==> config.mk <==
export PLATFORM = sky130hd
export DESIGN_NAME = gate_bist
export DESIGN_NICKNAME = d
export VERILOG_FILES = /design/src/rtl/gate_bist.sv
export SDC_FILE = /design/constraint.sdc
export NUM_CORES = 1
export LEC_CHECK = 0
export BUFFER_PORTS_ARGS = -buffer_cell sky130_fd_sc_hd__buf_4
export CORE_MARGIN = 3
export CORE_UTILIZATION = 52
export CTS_CLUSTER_DIAMETER = 100
export DETAILED_ROUTE_END_ITERATION = 7
export PLACE_DENSITY = 0.85
export SYNTH_ARGS = -nofsm -noshare
export SYNTH_HDL_FRONTEND = slang
export SYNTH_SLANG_ARGS = --single-unit
==> constraint.sdc <==
create_clock -name i_clk -period 3 [get_ports i_clk]
set_input_delay 0.6 -clock i_clk [delete_from_list [all_inputs] [get_ports i_clk]]
set_output_delay 0.6 -clock i_clk [all_outputs]
set_load 0.05 [all_outputs]
==> src/rtl/gate_bist.sv <==
// gate_bist: exhaustive built-in self test for the five-input gate network
// y = ((a & b) ^ (c | d)) | e.
//
// On a start request the block walks all 32 input vectors. It holds each one
// on the stimulus outputs for SETTLE_CYC cycles, then compares the returned y
// against an internal reference in a single CHECK cycle. It reports pass/fail,
// a saturating mismatch count and the first failing vector.
//
// Ports:
//   i_clk            system clock, rising edge
//   i_rst_n          asynchronous active-low reset
//   i_start          level-sampled start request, honoured only in IDLE
//   i_y              output of the gate network under test
//   o_a..o_e         registered stimulus, {a,b,c,d,e} = vec[4:0]
//   o_busy           high from the first SETTLE through the last CHECK
//   o_done           one-cycle completion pulse
//   o_pass           last completed run had zero mismatches
//   o_err_cnt        mismatch count of the current or last run (saturating)
//   o_first_err_vld  at least one mismatch captured
//   o_first_err_vec  vector of the first mismatch
module gate_bist #(
    parameter int unsigned SETTLE_CYC = 2,
    parameter int unsigned ERR_W      = 6
) (
    input  logic             i_clk,
    input  logic             i_rst_n,
    input  logic             i_start,
    input  logic             i_y,
    output logic             o_a,
    output logic             o_b,
    output logic             o_c,
    output logic             o_d,
    output logic             o_e,
    output logic             o_busy,
    output logic             o_done,
    output logic             o_pass,
    output logic [ERR_W-1:0] o_err_cnt,
    output logic             o_first_err_vld,
    output logic [4:0]       o_first_err_vec
);

    typedef enum logic [1:0] {
        IDLE   = 2'd0,
        SETTLE = 2'd1,
        CHECK  = 2'd2,
        DONE   = 2'd3
    } state_e;

    localparam logic [3:0]       SETTLE_LAST = 4'(SETTLE_CYC - 1);
    localparam logic [ERR_W-1:0] ERR_MAX     = '1;
    localparam logic [ERR_W-1:0] ERR_ONE     = {{(ERR_W-1){1'b0}}, 1'b1};

    state_e           state_q, state_d;
    logic [4:0]       vec_q, vec_d;
    logic [3:0]       cnt_q, cnt_d;
    logic [ERR_W-1:0] err_cnt_q, err_cnt_d;
    logic             pass_q, pass_d;
    logic             first_vld_q, first_vld_d;
    logic [4:0]       first_vec_q, first_vec_d;
    logic             expected_y;

    // Reference model of the gate network for the vector currently applied.
    assign expected_y = ((vec_q[4] & vec_q[3]) ^ (vec_q[2] | vec_q[1])) | vec_q[0];

    // Next-state and result-update logic. The stimulus register only moves
    // on entry into SETTLE (and back to 0 on leaving DONE). A pipelined
    // network therefore has the whole settle window to catch up.
    always_comb begin
        state_d     = state_q;
        vec_d       = vec_q;
        cnt_d       = cnt_q;
        err_cnt_d   = err_cnt_q;
        pass_d      = pass_q;
        first_vld_d = first_vld_q;
        first_vec_d = first_vec_q;

        case (state_q)
            IDLE: begin
                if (i_start) begin
                    state_d     = SETTLE;
                    vec_d       = 5'd0;
                    cnt_d       = 4'd0;
                    err_cnt_d   = '0;
                    pass_d      = 1'b0;
                    first_vld_d = 1'b0;
                    first_vec_d = 5'd0;
                end
            end
            SETTLE: begin
                cnt_d = cnt_q + 4'd1;
                if (cnt_q == SETTLE_LAST) begin
                    state_d = CHECK;
                end
            end
            CHECK: begin
                if (i_y != expected_y) begin
                    // Saturate instead of wrapping so a large count never
                    // reads back as a small one.
                    if (err_cnt_q != ERR_MAX) begin
                        err_cnt_d = err_cnt_q + ERR_ONE;
                    end
                    if (!first_vld_q) begin
                        first_vld_d = 1'b1;
                        first_vec_d = vec_q;
                    end
                end
                if (vec_q == 5'd31) begin
                    state_d = DONE;
                end else begin
                    vec_d   = vec_q + 5'd1;
                    cnt_d   = 4'd0;
                    state_d = SETTLE;
                end
            end
            DONE: begin
                // err_cnt_q already includes the final CHECK's update.
                pass_d  = (err_cnt_q == '0);
                vec_d   = 5'd0;
                state_d = IDLE;
            end
            default: begin
                state_d = IDLE;
            end
        endcase
    end

    always_ff @(posedge i_clk or negedge i_rst_n) begin
        if (!i_rst_n) begin
            state_q     <= IDLE;
            vec_q       <= 5'd0;
            cnt_q       <= 4'd0;
            err_cnt_q   <= '0;
            pass_q      <= 1'b0;
            first_vld_q <= 1'b0;
            first_vec_q <= 5'd0;
        end else begin
            state_q     <= state_d;
            vec_q       <= vec_d;
            cnt_q       <= cnt_d;
            err_cnt_q   <= err_cnt_d;
            pass_q      <= pass_d;
            first_vld_q <= first_vld_d;
            first_vec_q <= first_vec_d;
        end
    end

    assign {o_a, o_b, o_c, o_d, o_e} = vec_q;
    assign o_busy          = (state_q == SETTLE) || (state_q == CHECK);
    assign o_done          = (state_q == DONE);
    assign o_pass          = pass_q;
    assign o_err_cnt       = err_cnt_q;
    assign o_first_err_vld = first_vld_q;
    assign o_first_err_vec = first_vec_q;

endmodule
==> results.md, run 1 <==
- Post-route clock period utilization: 0.790
- Met3 Track Usage GR: 0.0307
- Pwr Density: 1010 mW/mm^2
- IO Count: 24
- Worst r2r dst: o_first_err_vec[2]
- Share of the synthesized area in the top cell type: 0.422
- Busiest grt layer: met2
- CTS Hold Bufs: 0
- Int Pwr: around 0.00086 W
- CTS Buf Count: 3
- Syn Nets: about 160
- Synth area leader: dfrtp_1
- Layout net count: 183
- Max Cap Violations: 0
- Post-synthesis async set-or-reset flop share: 1.00
- Fin. Hold Viols: 0
- Latest clock arrival within the worst-skew pair: ~320 ps
- Max Clock Skew: 4.64 ps
- Sequential share of power: 0.306
- Slowest-stage cell, CP: or4b_1
- Hold WC Path Type: primary input to async pin
- Placeable Area: 0.00254 sq mm
- Sequential element share of the synthesized area: 0.422
- Final Cell Area: roughly 0.0017 sq mm
- Met2 Resource Use GR: 0.316
- DR DRC count: 0
- WP data arrival: ~2600 ps
- Vias: ~1200
- Worst Slack Setup Final: approximately 630 ps
- First DRT Iteration DRCs: 36
- Critical-path cell list: inv_1, ha_1, mux2i_1, or4b_1, a21oi_1, nor3b_1, a22o_2
- Top area cells in the synthesized netlist: dfrtp_1 42%, ha_1 9.7%, nand2_1 4.0%
- Combinational share of power: 0.551
- Synthesis-to-finish area growth: 16.9%
- Status: finished, final reports clean
- LEAKAGE: between 0.8 and 0.9 nW
- Pin count of the biggest net entering global routing: 25
- N_diodes: 0
- Final min period: approximately 2400 ps
- Pre-CTS setup slack: 668 ps
- Worst R2R Start: state_q[0]
- Synth unique cells: 42
- Syn Inst Count: roughly 140
- Die X: 58.3 um
- CTS H-Tree Depth: 1
- Post-Place Cells: slightly below 200
- P_sw: 0.000829 W
- Routability congestion estimate: 0.780
- FILL cells: 208
- Worst Path Max Fanout: 16
- Final std cells w/o fill: about 200
- CTS resizes: 0
- Unrepaired setup endpoints after global routing: false
- Post-CTS Setup Bufs: 0
- Rows: 18
- Slew HR: 0.522
- DRT Wirelength: ~2900 um
- CP startpoint kind: flip-flop
- Count leader, synth: dfrtp_1
- Worst path bufs/invs: 1
- Crit path max-delay family: simple AND/OR/NAND/NOR gates
- Port Buffers: 23
- Vias in the first global route: 1164
- Initial Util: 0.559
- Share of layout cells above drive strength 1: 0.251
- Die Y: between 50 and 60 um
- First-pass GRT wire length: slightly above 5000 um
- Die footprint: 0.00340 sq mm
- DR pass1 iterations: 4
- Clock slew at reported path FFs: roughly 150 ps
- Synth Cell Area: between 0.001 and 0.0015 sq mm
- Worst R2R Setup Slack: ~630 ps
- Maximum VDD drop: roughly 0.00089 V
- Placed Area: around 0.0016 sq mm
- GRT overflow: 0
- Clock power share: 0.143
- Antenna violations before repair: 0
- Syn avg cell area: 9.89 sq um
- Post-synth EDFFs: 0
- WS Path Type: flip-flop to flip-flop
- Switch share: 0.491
- CTS Buffer Depth: 2
- Crit. End Element: flip-flop
- Final ANT Viol Nets: 0
- Number of synthesized register bits: 24
- Crit path largest cell delay: about 500 ps
- Commonest cells in the netlist: 24 x dfrtp_1, 15 x nand2_1, 11 x ha_1
- Clock Tree Root: clkbuf_4
- Maximum clock frequency: around 420 MHz
- Avg WL per Cell: about 15 um
- Critical Path RT: between 3000 and 4000 ps
- Global-route usage over all layers: 0.192
- Pins Over Slew Limit: 0
- CTS tree: built
- Via/cell ratio: just under 6
- Fin Setup TNS: 0 ps
- Reg2Reg Depth: 7
- Met1 Use GR: 0.260
- DP Wirelength: ~2200 um
- CTS Sinks: 24
- Final setup viols: 0
- Post-synth top flop: dfrtp_1
- Slew @ Worst Pin: 715 ps
- YS warnings: 0
[kinds of logic after synthesis]
group           synth area share
xor+xnor                  0.0114
simple gates               0.207
buf+inv                   0.0343
fa+ha+maj                 0.0967
mux                       0.0299
flops                      0.422
compound gates             0.199
[area by class of cell]
cell class / instances / area [sq um] / share of cell area
clock inverter: 1 / 30.0 / 0.0180
tap: 30 / 37.5 / 0.0226
inverter: 7 / 26.3 / 0.0158
sequential: 24 / 601 / 0.361
multi-input combinational: 109 / 774 / 0.465
timing repair buffer: 23 / 173 / 0.104
clock buffer: 3 / 22.5 / 0.0135
[layer usage]
metal	up-vias	wire, um	share of wire
met2	30	1350	0.47
met4	0	26	0.0090
met3	4	139	0.048
met1	556	1370	0.47
met5	-	0	0
li1	574	-	-
[power groups by stage]
stage               logic [W]  clock network, W  registers [W]
global placement     0.000909                 0       0.000514
CTS                  0.000934          0.000245       0.000515
floorplan            0.000540                 0       0.000681
detailed placement   0.000930                 0       0.000521
finish               0.000930          0.000241       0.000516
global route          0.00103          0.000259       0.000532
[worst max path at each step]
stage,from,end,cells past startpoint
after floorplan,vec_q[1],cnt_q[3],9
after global placement,state_q[0],o_first_err_vec[2],7
after detailed placement,state_q[0],o_first_err_vec[2],7
after CTS,state_q[0],o_first_err_vec[2],7
after global routing,state_q[0],o_first_err_vec[2],7
final,state_q[0],o_first_err_vec[2],7
[per-stage QoR]
stage,hold slack [ps],utilization,total power (W)
3_5_place_dp,494,0.633,0.00145
2_1_floorplan,304,-,0.00122
3_3_place_gp,492,0.633,0.00142
6_report,142,0.654,0.00169
5_1_grt,143,0.654,0.00182
4_1_cts,152,0.654,0.00169
[cells in the final DEF, fill, tap and decap left out, types with 2 or more instances in the layout]
cell type,instances
buf_4,23
nor3_1,6
clkbuf_4,3
a22o_2,4
o21ai_0,7
nor4_1,2
nand2_1,15
a21o_2,2
nand3_1,8
dfrtp_1,24
or3_1,2
mux2_2,2
a21oi_1,5
nor2_1,6
nor3b_1,2
nor2b_1,3
inv_1,7
nand2b_1,5
a22o_1,4
o41ai_1,3
mux2i_1,2
ha_1,11
[state kept, by name, summed over array words and instances, names as in the netlist]
register / flops
state_q: 2
cnt_q: 4
vec_q: 5
o_err_cnt: 6
o_first_err_vec: 5
o_first_err_vld: 1
o_pass: 1
[worst reg2reg max path: stages, from the launching register on]
cell     delay, ps
dfrtp_1        470
inv_1          110
ha_1           470
mux2i_1        230
or4b_1         500
a21oi_1        120
nor3b_1        110
a22o_2         270
(Power assumes the default switching activity.)
==> inputs of run 2 (changes only) <==
--- a/config.mk
+++ b/config.mk
@@ -5,6 +5,7 @@
 export SDC_FILE = /design/constraint.sdc
 export NUM_CORES = 1
 export LEC_CHECK = 0
+export ABC_AREA = 1
 export BUFFER_PORTS_ARGS = -buffer_cell sky130_fd_sc_hd__buf_4
 export CORE_MARGIN = 3
 export CORE_UTILIZATION = 52
==> constraint.sdc (replaced) <==
create_clock -name i_clk -period 2.47 [get_ports i_clk]
set_input_delay 0.494 -clock i_clk [delete_from_list [all_inputs] [get_ports i_clk]]
set_output_delay 0.494 -clock i_clk [all_outputs]
set_load 0.05 [all_outputs]
==> run 2 against run 1 <==
Net effect: sequential power increased by 6.2%; sequential share of layout area fell by 0.59 points; synthesized cell count up 26%; fmax grew 20%; utilization rose by 1.1 points; global-route usage rose by 0.93 points; routed wire length grew 5.5%; die area increased by 1.1%; critical path type unchanged; highest routed layer unchanged.
==> results.md, run 2 <==
- Final std cells w/o fill: 236 (+20%)
- Largest family of logic cells by synthesized area: simple AND/OR/NAND/NOR gates
- DRT Wirelength: 3040 um (+5.5%)
- Latest clock arrival within the worst-skew pair: 320 ps (about the same)
- Routability congestion estimate: 0.934 (+20%)
- Post-synth EDFFs: 0 (unchanged)
- WS Path Type: flip-flop to flip-flop
- Crit. End Element: flip-flop
- Worst Path Max Fanout: 15 (-1)
- Vias: 1253 (+7.6%)
- First DRT Iteration DRCs: 67 (+86%)
- Worst path bufs/invs: 1 (unchanged)
- Critical Path RT: 2690 ps (-540 ps)
- Commonest cells in the netlist: 47 x nand2_1, 24 x dfrtp_1, 20 x inv_1
- Post-route clock period utilization: 0.802 (+0.0124)
- Fin Setup TNS: 0 ps (unchanged)
- Share of the synthesized area in the top cell type: 0.417 (-0.00513)
- GRT overflow: 0 (unchanged)
- DR DRC count: 0 (unchanged)
- Crit path max-delay family: adder cells
- Avg WL per Cell: 12.9 um (-12%)
- Hold Slack: 45.8 ps (-95.8 ps)
- Register area: 601 sq um (unchanged)
- FILL cells: 224 (+7.7%)
- Post-synthesis async set-or-reset flop share: 1.00 (unchanged)
- Synthesis-to-finish area growth: 17.4%
- LEAKAGE: 0.868 nW (+5.2%)
- Max Clock Skew: 3.78 ps (-0.861 ps)
- Pwr Density: 1110 mW/mm^2 (+9.9%)
- Via/cell ratio: 5.31 (-10%)
- Syn Inst Count: 181 (+26%)
- Commonest non-fill, non-tap cells in the layout: 47 x nand2_1, 24 x dfrtp_1, 23 x buf_4
- Initial Util: 0.566 (+0.00688)
- Slowest-stage cell, CP: ha_1
- Max Cap Violations: 0 (unchanged)
- Syn Nets: 196 (+23%)
- CTS Buffer Depth: 2 (unchanged)
- Unrepaired setup endpoints after global routing: false
- Crit path largest cell delay: 540 ps (+40 ps)
- Critical-path cell list: inv_1, ha_1, nor2_2, a31oi_4, nand3_2, nand2_1, nand2_1
- Clock Tree Root: clkbuf_4
- Hold WC Path Type: primary input to async pin
- Sequential element share of the synthesized area: 0.417 (-0.00513)
- Placeable Area: 0.00254 sq mm (unchanged)
- First-pass GRT wire length: 5440 um (+5.9%)
- Die Y: 58.7 um (+0.56%)
- Count leader, synth: nand2_1
- CTS Buf Count: 3 (unchanged)
- Post-CTS Setup Bufs: 0 (unchanged)
- CTS Sinks: 24 (unchanged)
- Number of synthesized register bits: 24 (unchanged)
- Syn avg cell area: 7.96 sq um (-19%)
- Compound-Gate Fraction of Synth Area: 0.0981 (-0.101)
- Post-Synth Simple-Gate Area: 0.306 (+0.0991)
- Slew @ Worst Pin: 597 ps (-118 ps)
- Pin count of the biggest net entering global routing: 25 (unchanged)
- YS warnings: 0 (unchanged)
- WP data arrival: 2200 ps (-390 ps)
- N_diodes: 0 (unchanged)
- Synth unique cells: 25 (-40%)
- Final min period: 1980 ps (-388 ps)
- Crit path from: state_q[0]
- Most common cell after layout, fill and taps aside: nand2_1
- Antenna violations before repair: 0 (unchanged)
- Port Buffers: 23 (unchanged)
- CTS resizes: 0 (unchanged)
- Synth Cell Area: 0.00144 sq mm (+1.2%)
- CTS Hold Bufs: 0 (unchanged)
- DP Wirelength: 2340 um (+7.5%)
- CTS H-Tree Depth: 1 (unchanged)
- Die X: 58.7 um (+0.56%)
- Vias in the first global route: 1285 (+10%)
- Mux share of post-synthesis cell area: 0.00694 (-0.0229)
- Slew HR: 0.602 (+0.0795)
- Synth area leader: dfrtp_1
- Number of flip-flops in the largest register: 6 (unchanged)
- Final setup viols: 0 (unchanged)
- DR pass1 iterations: 4 (unchanged)
- Final ANT Viol Nets: 0 (unchanged)
- Area of the multi-input gates: 738 sq um (-4.7%)
- Maximum VDD drop: 0.000865 V (-2.5%)
- Post-synth top flop: dfrtp_1
- Synth Area in Adders: 0.0955 (-0.00117)
- Fin. Hold Viols: 0 (unchanged)
- Clock slew at reported path FFs: 140 ps (about the same)
- Global-route usage over all layers: 0.202 (+0.00926)
- Status: finished, final reports clean
- Synth Area in XOR/XNOR: 0.00608 (-0.00535)
- Share of layout cells above drive strength 1: 0.209 (-0.0428)
- Top area cells in the synthesized netlist: dfrtp_1 42%, nand2_1 12%, ha_1 9.5%
- Pwr Total: 0.00188 W (+12%)
- Maximum clock frequency: 505 MHz (+20%)
- Worst R2R Start: state_q[0]
- Layout net count: 222 (+21%)
- Rows: 18 (unchanged)
- Post-Place Cells: 232 (+20%)
- Die footprint: 0.00344 sq mm (+1.1%)
- IO Count: 24 (unchanged)
- Pins Over Slew Limit: 0 (unchanged)
- CP startpoint kind: flip-flop
- CTS tree: built
- Crit-path most repeated cell: nand2_1
[run 2: cell count changes after synthesis, moves of 4 or more]
cell      before  now
nand2b_1       5    0
nand4_1        1    6
a21oi_1        5    9
nand2_1       15   47
a22o_1         4    0
inv_1          7   20
inv_2          0    4
nand3_1        8   13
nor2_1         6   18
a22o_2         4    0
nor3_1         6    1
[run 2: path summary, 6_finish.rpt]
kind                                      endpoint  depth (start not counted)  slack, ps
worst max-delay path                  o_err_cnt[0]                          7        490
worst min-delay path                    state_q[1]                          1         50
worst max register to register        o_err_cnt[0]                          7        490
worst min register to register  o_first_err_vec[4]                          2        490
max in group asynchronous          o_first_err_vld                          1       2190
min in group i_clk                 o_first_err_vld                          4        480
[run 2: routing by layer]
metal,GRT usage,wire [um]
met5,0,0
met1,0.266,1370
met3,0.0351,214
met4,0.0518,18
met2,0.343,1440
[run 2: cell families (layout without fill, tap and decap cells)]
logic type               count (synthesis)  in the layout
multiplexers                             1              1
AO/OA/AOI/OAI                           23             23
flip-flops                              24             24
XOR/XNOR                                 1              1
AND/OR/NAND/NOR                         95             95
buffers and inverters                   26             51
adder cells (fa/ha/maj)                 11             11
[run 2: metrics by stage]
stage                     setup slack, ps  instance area (sq um)   util
after CTS                             518                   1690  0.665
after global placement                620                   1640  0.644
after floorplan                       521                   1440      -
final                                 489                   1690  0.665
after detailed placement              543                   1640  0.644
after global routing                  314                   1690  0.665
[run 2: worst register-to-register path: cells and delay by family (launching register included)]
kind	cells	cell delay [ps]
compound gates	1	270
fa+ha+maj	1	540
buf+inv	1	110
flops	1	470
simple gates	4	490
[run 2: layout make-up]
class | instances | area share
Clock buffer | 3 | 0.0133
Clock inverter | 1 | 0.0178
Inverter | 24 | 0.0533
Multi-Input combinational cell | 131 | 0.436
Sequential cell | 24 | 0.355
Tap cell | 30 | 0.0222
Timing Repair Buffer | 23 | 0.102
[run 2: power by group]
group          internal [W]  switching [W]
Combinational      0.000314       0.000735
Clock              0.000164       0.000124
Sequential         0.000464      0.0000833
Total              0.000943       0.000942
==> inputs of run 3 (changes only) <==
--- a/config.mk
+++ b/config.mk
@@ -5,7 +5,7 @@
 export SDC_FILE = /design/constraint.sdc
 export NUM_CORES = 1
 export LEC_CHECK = 0
-export ABC_AREA = 1
+export ABC_AREA = 0
 export BUFFER_PORTS_ARGS = -buffer_cell sky130_fd_sc_hd__buf_4
 export CORE_MARGIN = 3
 export CORE_UTILIZATION = 52
==> constraint.sdc (replaced) <==
create_clock -name i_clk -period 2 [get_ports i_clk]
set_input_delay 0.4 -clock i_clk [delete_from_list [all_inputs] [get_ports i_clk]]
set_output_delay 0.4 -clock i_clk [all_outputs]
set_load 0.05 [all_outputs]
==> run 3 against run 2 <==
Net effect: sequential power rose by 39%; fmax grew 0.33%; global-route usage rose by 1.9 points; worst setup slack got worse by 460 ps; sequential share of layout area decreased by 4.9 points; clock power is 25% lower; critical path type unchanged.
==> results.md, run 3 (synthesis gave the netlist of run 1 again) <==
- Vias in the first global route: 1306 (+1.6%)
- Hold WC Path Type: primary input to flip-flop
- Crit path largest cell delay: 520 ps (-20 ps)
- Share of layout cells above drive strength 1: 0.450 (+0.242)
- First DRT Iteration DRCs: 54 (-19%)
- Final std cells w/o fill: 221 (-6.4%)
- DRT Wirelength: 3730 um (+23%)
- Routability congestion estimate: 0.870 (-6.9%)
- Slew @ Worst Pin: 452 ps (-146 ps)
- Worst Hold End: o_pass
- Layout net count: 207 (-6.8%)
- IO Count: 24 (unchanged)
- Slowest-stage cell, CP: dfrtp_4
- Die Y: 58.3 um (-0.55%)
- DR DRC count: 0 (unchanged)
- Die footprint: 0.00340 sq mm (-1.1%)
- DR pass1 iterations: 4 (unchanged)
- Slew HR: 0.697 (+0.0947)
- Initial Util: 0.559 (-0.00688)
- CTS H-Tree Depth: 1 (unchanged)
- First-pass GRT wire length: 5790 um (+6.3%)
- Pin count of the biggest net entering global routing: 25 (unchanged)
- Placeable Area: 0.00254 sq mm (unchanged)
- Crit-path most repeated cell: ha_4
- Placed Area: 0.00176 sq mm (+7.3%)
- Max Cap Violations: 0 (unchanged)
- Crit path max-delay family: simple AND/OR/NAND/NOR gates
- Critical-path cell list: ha_4, and3_4, ha_4, and2_4, or3_4, nor3_2, a21o_1, a22o_1
- Number of flip-flops in the largest register: 6 (unchanged)
- Worst path bufs/invs: 0 (-1)
- Pins Over Slew Limit: 0 (unchanged)
- Final min period: 1970 ps (-6.51 ps)
- WP data arrival: 2240 ps (+40 ps)
- Clock slew at reported path FFs: 130 ps (about the same)
- Commonest non-fill, non-tap cells in the layout: 45 x buf_4, 19 x dfrtp_1, 15 x nand2_1
- Rows: 18 (unchanged)
- Post-Place Cells: 206 (-11%)
- Pwr Total: 0.00293 W (+56%)
- Via/cell ratio: 6.05 (+14%)
- Port Buffers: 23 (unchanged)
- CP startpoint kind: flip-flop
- Fin. Hold Viols: 0 (unchanged)
- Worst R2R Start: vec_q[0]
- N_diodes: 0 (unchanged)
- GRT overflow: 0 (unchanged)
- CTS Buffer Depth: 2 (unchanged)
- Critical Path RT: 2260 ps (-430 ps)
- Die X: 58.3 um (-0.55%)
- Pwr Density: 1470 mW/mm^2 (+32%)
- CTS Sinks: 24 (unchanged)
- Worst Path Max Fanout: 8 (-7)
- Synthesis-to-finish area growth: 40.0%
- DP Wirelength: 2600 um (+11%)
- Clock Tree Root: clkbuf_4
- WS Path Type: flip-flop to flip-flop
- Final setup viols: 0 (unchanged)
- Unrepaired setup endpoints after global routing: true
- Hold Startpoint: i_start
- Final ANT Viol Nets: 0 (unchanged)
- Vias: 1336 (+6.6%)
- Crit. End Element: flip-flop
- Final Cell Area: 0.00199 sq mm (+18%)
- CTS tree: built
- Avg WL per Cell: 16.9 um (+31%)
- Global-route usage over all layers: 0.221 (+0.0194)
- Worst R2R Setup Slack: 30 ps (-460 ps)
- Maximum VDD drop: 0.00131 V (+51%)
- Most common cell after layout, fill and taps aside: buf_4
- Status: finished, final reports clean
- Latest clock arrival within the worst-skew pair: 310 ps (about the same)
- Maximum clock frequency: 506 MHz (+0.33%)
- Reg2Reg Depth: 8 (+1)
- CTS Buf Count: 3 (unchanged)
- Max Clock Skew: 7.53 ps (+3.75 ps)
- LEAKAGE: 0.927 nW (+6.9%)
- Worst r2r dst: cnt_q[3]
- FILL cells: 167 (-25%)
- Post-route clock period utilization: 0.987 (+0.185)
- Hold depth: 3
- Antenna violations before repair: 0 (unchanged)
[run 3: cell count changes in the layout (fill, tap and decap cells not counted), sizes merged, moves of 5 or more]
cell | previous run | this run
nor2 | 22 | 6
nand4 | 6 | 1
nand2b | 0 | 5
nand3 | 16 | 8
inv | 24 | 7
a22o | 0 | 8
nand2 | 48 | 15
buf | 23 | 46
[run 3: per-layer routing]
metal  wire [um]  global-route usage  vias to the layer above  share of wire
li1            -                   -                      624              -
met1        1580               0.272                      662           0.42
met2        1930               0.389                       44           0.52
met3         172              0.0307                        6          0.046
met4          46              0.0861                        0          0.012
met5           0                   0                        -              0
[run 3: final cells by class]
class | count | area, sq um | share of cell area
sequential | 24 | 609 | 0.306
tap | 30 | 37.5 | 0.0188
inverter | 7 | 26.3 | 0.0132
multi-input combinational | 109 | 926 | 0.465
timing repair buffer | 47 | 368 | 0.185
clock buffer | 4 | 26.3 | 0.0132
[run 3: worst max path at each step]
stage | start | end | slack (ps) | cells after the start
3_5_place_dp | vec_q[0] | cnt_q[3] | -40 | 8
3_3_place_gp | vec_q[0] | cnt_q[3] | 40 | 8
5_1_grt | vec_q[0] | cnt_q[3] | -30 | 8
6_report | vec_q[0] | cnt_q[3] | 30 | 8
2_1_floorplan | vec_q[0] | cnt_q[3] | -70 | 9
4_1_cts | state_q[0] | o_first_err_vec[2] | 10 | 8
[run 3: repair_timing]
| item | in CTS | in global routing |
|---|---|---|
| pin swaps | 0 | 6 |
| resized for setup | 3 | 17 |
| setup buffers | 0 | 11 |
| hold buffers | 1 | 0 |
| endpoints found under the hold margin | 24 | 0 |
| setup endpoints to repair | 7 | 13 |
[run 3: stage by stage]
step                TNS, ps   util  worst slack (ps)  hold WS, ps
floorplan              -119      -             -74.5          104
global placement          0  0.691              43.5          314
detailed placement    -59.4  0.691             -36.1          315
CTS                       0  0.712              13.0          363
global route          -55.2  0.783             -28.5          398
finish                    0  0.783              25.6          389
[run 3: power by group]
| part | internal (W) | switching, W | total, W |
|---|---|---|---|
| clock network | 0.0000778 | 0.000138 | 0.000216 |
| logic | 0.000803 | 0.00115 | 0.00196 |
| registers | 0.000612 | 0.000149 | 0.000761 |
| total | 0.00149 | 0.00144 | 0.00293 |
[run 3: worst reg2reg max path: stages (launching register included)]
cell and delay (ps):
dfrtp_4 520, ha_4 170, and3_4 170, ha_4 150
and2_4 160, or3_4 410, nor3_2 120, a21o_1 110
a22o_1 110
